File: config.mk
export PLATFORM = sky130hd
export DESIGN_NAME = icache_direct
export DESIGN_NICKNAME = d
export VERILOG_FILES = /design/src/rtl/cpu_types_pkg.sv /design/src/rtl/icache_frames.sv /design/src/rtl/icache_direct.sv
export SDC_FILE = /design/constraint.sdc
export NUM_CORES = 2
export LEC_CHECK = 0
export BUFFER_PORTS_ARGS = -buffer_cell sky130_fd_sc_hd__buf_2
export CAP_MARGIN = 40
export CORE_MARGIN = 1.5
export CORE_UTILIZATION = 61
export DETAILED_ROUTE_END_ITERATION = 6
export PLACE_DENSITY_LB_ADDON = 0.12
export SETUP_SLACK_MARGIN = 0.15
export SYNTH_ARGS = -nofsm -noshare
export SYNTH_HDL_FRONTEND = slang
export SYNTH_HIERARCHICAL = 1
export SYNTH_SLANG_ARGS = --single-unit
File: constraint.sdc
create_clock -name CLK -period 7.5 [get_ports CLK]
set_clock_uncertainty 0.1 [all_clocks]
set_input_delay 0.375 -clock CLK [delete_from_list [all_inputs] [get_ports CLK]]
set_output_delay 0.375 -clock CLK [all_outputs]
set_load 0.005 [all_outputs]
File: src/rtl/cpu_types_pkg.sv
// Shared CPU types plus the instruction-cache geometry, frame layout and
// controller states. The structs describe the default cache geometry.
package cpu_types_pkg;

  typedef logic [31:0] word_t;

  localparam int ICACHE_FRAMES = 16;
  localparam int ICACHE_IDX_W  = $clog2(ICACHE_FRAMES);
  localparam int ICACHE_TAG_W  = 30 - ICACHE_IDX_W;

  // One cache frame: a single instruction word with its tag and valid bit.
  typedef struct packed {
    logic                    valid;
    logic [ICACHE_TAG_W-1:0] tag;
    word_t                   data;
  } icache_frame_t;

  // Byte address split into the fields the cache looks at.
  typedef struct packed {
    logic [ICACHE_TAG_W-1:0] tag;
    logic [ICACHE_IDX_W-1:0] idx;
    logic [1:0]              bytoff;
  } icachef_t;

  typedef enum logic {
    IDLE  = 1'b0,
    FETCH = 1'b1
  } icache_state_t;

endpackage

File: src/rtl/icache_frames.sv
// Frame storage for the direct-mapped instruction cache: one synchronous
// write port (used by the fill) and one combinational read port (used by
// the lookup). Reset clears every frame, so it is built from flops.
module icache_frames
  import cpu_types_pkg::*;
#(
  parameter int FRAMES = ICACHE_FRAMES,
  parameter int IDX_W  = $clog2(FRAMES),
  parameter int TAG_W  = 30 - IDX_W
) (
  input  logic             CLK,
  input  logic             sRST,
  input  logic             wr_en,
  input  logic [IDX_W-1:0] wr_idx,
  input  logic [TAG_W-1:0] wr_tag,
  input  word_t            wr_data,
  input  logic [IDX_W-1:0] rd_idx,
  output logic             rd_valid,
  output logic [TAG_W-1:0] rd_tag,
  output word_t            rd_data
);

  typedef struct packed {
    logic             valid;
    logic [TAG_W-1:0] tag;
    word_t            data;
  } frame_t;

  frame_t frames [FRAMES];

  generate
    for (genvar gi = 0; gi < FRAMES; gi++) begin : g_frame
      frame_t frame_reg;

      // Clear on reset; otherwise load this frame when the fill targets it.
      always_ff @(posedge CLK) begin
        if (sRST) begin
          frame_reg <= '0;
        end else if (wr_en && (wr_idx == IDX_W'(gi))) begin
          frame_reg.valid <= 1'b1;
          frame_reg.tag   <= wr_tag;
          frame_reg.data  <= wr_data;
        end
      end

      assign frames[gi] = frame_reg;
    end
  endgenerate

  assign rd_valid = frames[rd_idx].valid;
  assign rd_tag   = frames[rd_idx].tag;
  assign rd_data  = frames[rd_idx].data;

endmodule

File: src/rtl/icache_direct.sv
// Direct-mapped, read-only instruction cache. Hits are answered in the same
// cycle from the frame store; a miss latches the word address, reads one
// word from memory, fills the frame, and hits on the cycle after the fill.
module icache_direct
  import cpu_types_pkg::*;
#(
  parameter int FRAMES = ICACHE_FRAMES,
  parameter int IDX_W  = $clog2(FRAMES),
  parameter int TAG_W  = 30 - IDX_W
) (
  input  logic  CLK,
  input  logic  sRST,
  input  logic  imemREN,
  input  word_t imemaddr,
  output logic  ihit,
  output word_t imemload,
  output logic  iREN,
  output word_t iaddr,
  input  logic  iwait,
  input  word_t iload,
  output word_t hit_count,
  output word_t miss_count
);

  icache_state_t state_reg;
  logic [29:0]   miss_word_reg;  // word address of the outstanding miss
  logic          iren_reg;
  word_t         hit_count_reg;
  word_t         miss_count_reg;

  logic [IDX_W-1:0] req_idx;
  logic [TAG_W-1:0] req_tag;
  logic             frame_valid;
  logic [TAG_W-1:0] frame_tag;
  word_t            frame_data;
  logic             hit;
  logic             fill_en;
  logic             unused_bytoff;

  assign req_idx       = imemaddr[IDX_W+1:2];
  assign req_tag       = imemaddr[31:IDX_W+2];
  assign unused_bytoff = ^imemaddr[1:0];

  // The fill lands on the FETCH cycle where memory stops waiting.
  assign fill_en = (state_reg == FETCH) && !iwait;

  icache_frames #(
    .FRAMES (FRAMES),
    .IDX_W  (IDX_W),
    .TAG_W  (TAG_W)
  ) u_frames (
    .CLK      (CLK),
    .sRST     (sRST),
    .wr_en    (fill_en),
    .wr_idx   (miss_word_reg[IDX_W-1:0]),
    .wr_tag   (miss_word_reg[29:IDX_W]),
    .wr_data  (iload),
    .rd_idx   (req_idx),
    .rd_valid (frame_valid),
    .rd_tag   (frame_tag),
    .rd_data  (frame_data)
  );

  // No forwarding from the fill: lookups only resolve while idle.
  assign hit = imemREN && frame_valid && (frame_tag == req_tag) && (state_reg == IDLE);

  assign ihit       = hit;
  assign imemload   = frame_data;
  assign iREN       = iren_reg;
  assign iaddr      = iren_reg ? {miss_word_reg, 2'b00} : '0;
  assign hit_count  = hit_count_reg;
  assign miss_count = miss_count_reg;

  // Miss-handling FSM with the memory request flag and performance counters.
  always_ff @(posedge CLK) begin
    if (sRST) begin
      state_reg      <= IDLE;
      miss_word_reg  <= '0;
      iren_reg       <= 1'b0;
      hit_count_reg  <= '0;
      miss_count_reg <= '0;
    end else begin
      if (hit) begin
        hit_count_reg <= hit_count_reg + 32'd1;
      end
      case (state_reg)
        IDLE: begin
          if (imemREN && !hit) begin
            miss_word_reg  <= imemaddr[31:2];
            miss_count_reg <= miss_count_reg + 32'd1;
            iren_reg       <= 1'b1;
            state_reg      <= FETCH;
          end
        end
        FETCH: begin
          // A redirect does not cancel the transfer; the fill always completes.
          if (!iwait) begin
            iren_reg  <= 1'b0;
            state_reg <= IDLE;
          end
        end
        default: begin
          iren_reg  <= 1'b0;
          state_reg <= IDLE;
        end
      endcase
    end
  end

endmodule

==> load_flow_metrics.sql <==
INSERT INTO impl_metrics (metric_group, metric, value, unit) VALUES
('global_routing', 'grt_pass1_vias', '41000', ''),
('clocking', 'cts_inserted_buffers', '105', ''),
('layout', 'number_of_nets_in_the_finished_design', '5241', ''),
('placed_design', 'detailed_place_hpwl', '74.6', 'mm'),
('clocking', 'clockRootBuffer', 'sky130_fd_sc_hd__clkbuf_16', ''),
('global_routing', 'grtUsageTotal', '36.2', '%'),
('status', 'status', 'completed', ''),
('placed_design', 'finalWeightedCongestion', '0.806', ''),
('layout', 'stdcell_count', '6305', ''),
('setup_path', 'crit_chain', 'dlygate4sd3_1 > buf_2 > and2_4 > buf_4 > a22oi_1 > nand2_1 > xnor2_1 > nand4_1 > nor4_1 > clkdlybuf4s15_2 > nand3_1 > or4_1 > a21oi_1', ''),
('setup_path', 'timing.critical_path.to_type', 'flop', ''),
('sta', 'final_hold_viol_count', '0', ''),
('clocking', 'cts.htree.levels', '3', ''),
('setup_path', 'critical_path_start', 'imemaddr[5]', ''),
('clocking', 'cts-resized-gates', '0', ''),
('run', 'drv_cap', '0', ''),
('synth', 'synth.largest_area_cell', 'sky130_fd_sc_hd__dfxtp_1', ''),
('synth', 'total_number_of_yosys_warnings', '6', ''),
('detailed_routing', 'vias', '43000', ''),
('synth', 'post-synth-top-area-fraction', '43.9', '%'),
('synth', 'sequential_to_total_area_share_from_yosys_stat', '43.9', '%'),
('clocking', 'cts_hold_buffers', '41', ''),
('power_and_ir_drop', 'static_leak', '0.0166', 'µW'),
('floorplanning', 'core.rowCount', '102', ''),
('global_routing', 'maximum_number_of_pins_on_one_net_before_global_route_repair', '233', ''),
('layout', 'drive_above_1_share', '13.6', '%'),
('synth', 'syn-cell-area', '47400', 'µm²'),
('detailed_routing', 'drt.antenna.violating_nets', '0', ''),
('synth', 'post_synthesis_cell_count', '5486', ''),
('sta', 'fin_crit', '4580', 'ps'),
('floorplanning', 'top_ports', '198', ''),
('hold_path', 'whs_path_depth', '3', ''),
('floorplanning', 'fp.dieH', '282', 'µm'),
('clocking', 'cts_tree', 'yes', ''),
('clocking', 'cts_buffer_depth', '3', ''),
('layout', 'area_delta_synth_final', '9.13', '%'),
('sta', 'max_clock_freq', '0.218', 'GHz'),
('floorplanning', 'coreArea', '77200', 'µm²'),
('sta', 'min_period_over_period', '61.0', '%'),
('setup_path', 'reg2reg_launch_point', 'u_frames/frames[287]', ''),
('setup_path', 'path_depth', '13', ''),
('detailed_routing', 'postRouteWirelength', '146', 'mm'),
('synth', 'ys_seq_elements', '1040', ''),
('synth', 'synth.top_cells.by_area', 'sky130_fd_sc_hd__dfxtp_1 (44%), sky130_fd_sc_hd__mux4_2 (11%), sky130_fd_sc_hd__a21oi_1 (11%)', ''),
('sta', 'maxSlewViolCount', '0', ''),
('setup_path', 'cp_slowest_cell', 'sky130_fd_sc_hd__and2_4', ''),
('setup_path', 'critPathBufInv', '4', ''),
('global_routing', 'grt_antenna_before_repair', '16', ''),
('floorplanning', 'die_area', '79400', 'µm²'),
('sta', 'slew_headroom', '7.48', '%'),
('setup_path', 'cp-start-kind', 'primary input', ''),
('clocking', 'clock_sinks', '1040', ''),
('setup_path', 'crit_path_leading_delay_family', 'simple AND/OR/NAND/NOR gates', ''),
('setup_path', 'critical_path.max_stage_delay', '740', 'ps'),
('layout', 'max_reg_flops', '944', ''),
('floorplanning', 'fp.dieW', '282', 'µm'),
('floorplanning', 'start_util', '61.4', '%'),
('synth', 'post_synth.cell_area_avg', '8.64', 'µm²'),
('placed_design', 'placed_cells_incl_taps', '6062', ''),
('hold_path', 'worst_hold_class', 'in -> reg', ''),
('power_and_ir_drop', 'vdd_ir_drop_max', '0.274', 'mV'),
('sta', 'setup-violations-final', '0', ''),
('setup_path', 'critical_path_class', 'in -> reg', ''),
('detailed_routing', 'first_iteration_detailed_routing_drc_count', '5062', ''),
('detailed_routing', 'routed_vias_inst', '6.81', ''),
('placed_design', 'port-buffer-count', '193', ''),
('setup_path', 'worstPathArrival', '5070', 'ps'),
('power_and_ir_drop', 'total_power_draw', '11800', 'µW'),
('power_and_ir_drop', 'power_per_cell_area', '228', 'nW/µm²'),
('clocking', 'path_clk_slew', '60', 'ps'),
('hold_path', 'min_from', 'iload[18]', '');
## where the power goes
part	switching (µW)	total [µW]	leakage [µW]	internal, µW
registers	68.5	5620	0.00838	5550
logic	607	798	0.00647	191
clock network	2210	5390	0.00176	3180
## cells in the mapped netlist (all sizes together)
| master | number |
|---|---|
| ha | 2 |
| or2 | 5 |
| and2 | 33 |
| nor4 | 7 |
| or4b | 1 |
| mux2 | 3 |
| nor3b | 3 |
| nand3 | 957 |
| nor2b | 10 |
| and4 | 8 |
| clkbuf | 514 |
| nand2b | 5 |
| a22oi | 118 |
| or3 | 28 |
| a21o | 1 |
| and3b | 2 |
| buf | 227 |
| nor2 | 68 |
| or4 | 22 |
| and3 | 10 |
| conb | 1 |
| xnor2 | 24 |
| nand4 | 24 |
| mux2i | 26 |
| nand2 | 97 |
| or3b | 1 |
| o21ai | 962 |
| a21oi | 998 |
| dfxtp | 1040 |
| xor2 | 12 |
| nand3b | 3 |
| a31o | 2 |
| o31ai | 16 |
| nor3 | 5 |
| inv | 15 |
| mux4 | 236 |
## area by class of cell
| class | count | area [µm²] |
|---|---|---|
| Antenna cell | 12 | 30.0 |
| Clock buffer | 166 | 3240 |
| Clock inverter | 23 | 302 |
| Fill cell | 6249 | 25500 |
| Inverter | 15 | 56.3 |
| Multi-Input combinational cell | 3691 | 23500 |
| Sequential cell | 1040 | 20800 |
| Tap cell | 1040 | 1300 |
| Timing Repair Buffer | 318 | 2500 |
## worst register-to-register path, cell delays in order, from the launching register on
cell	delay, ps
sky130_fd_sc_hd__dfxtp_1	310
sky130_fd_sc_hd__mux4_2	450
sky130_fd_sc_hd__a22oi_1	240
sky130_fd_sc_hd__nand2_1	140
sky130_fd_sc_hd__xnor2_1	180
sky130_fd_sc_hd__nand4_1	410
sky130_fd_sc_hd__nor4_1	530
sky130_fd_sc_hd__clkdlybuf4s15_2	320
sky130_fd_sc_hd__nand3_1	490
sky130_fd_sc_hd__or4_1	660
sky130_fd_sc_hd__a21oi_1	140
## layout by cell type, fill, tap and decap left out, types with 65 or more instances in the layout
master,synthesis,final
sky130_fd_sc_hd__a21oi_1,998,998
sky130_fd_sc_hd__a22oi_1,118,118
sky130_fd_sc_hd__buf_2,156,191
sky130_fd_sc_hd__clkbuf_16,0,107
sky130_fd_sc_hd__dfxtp_1,1040,1040
sky130_fd_sc_hd__mux4_2,236,236
sky130_fd_sc_hd__nand2_1,97,96
sky130_fd_sc_hd__nand3_1,957,956
sky130_fd_sc_hd__nor2_1,67,65
sky130_fd_sc_hd__o21ai_0,920,920
## logic make-up after synthesis
kind of cell / after synthesis / share of synthesized area (%)
compound gates: 2097 / 22.9
simple gates: 1289 / 13.9
flops: 1040 / 43.9
buf+inv: 756 / 6.80
mux: 265 / 11.8
xor+xnor: 36 / 0.665
fa+ha+maj: 2 / 0.0528
other cells: 1 / 0.00791
## per-layer routing
metal	track usage (%)	routed length (µm)
met2	58.8	69100
met4	13.9	4950
met5	0	10
met3	5.02	13600
met1	49.0	58700
## per-stage QoR
| stage | hold WS (ps) | area [µm²] | utilization (%) |
|---|---|---|---|
| floorplan | 331 | 47400 | - |
| global placement | 342 | 47300 | 61.3 |
| detailed placement | 351 | 47700 | 61.8 |
| CTS | 0.732 | 51700 | 67.0 |
| global route | 19.0 | 51700 | 67.0 |
| finish | 16.2 | 51700 | 67.0 |
## final timing paths
kind | to | slack (ps)
worst max register to register | hit_count[15] | 3470
worst min register to register | u_frames/frames[589] | 360
worst max-delay path | hit_count[15] | 2920
worst min-delay path | u_frames/frames[18] | 20
(Power assumes the default switching activity.)
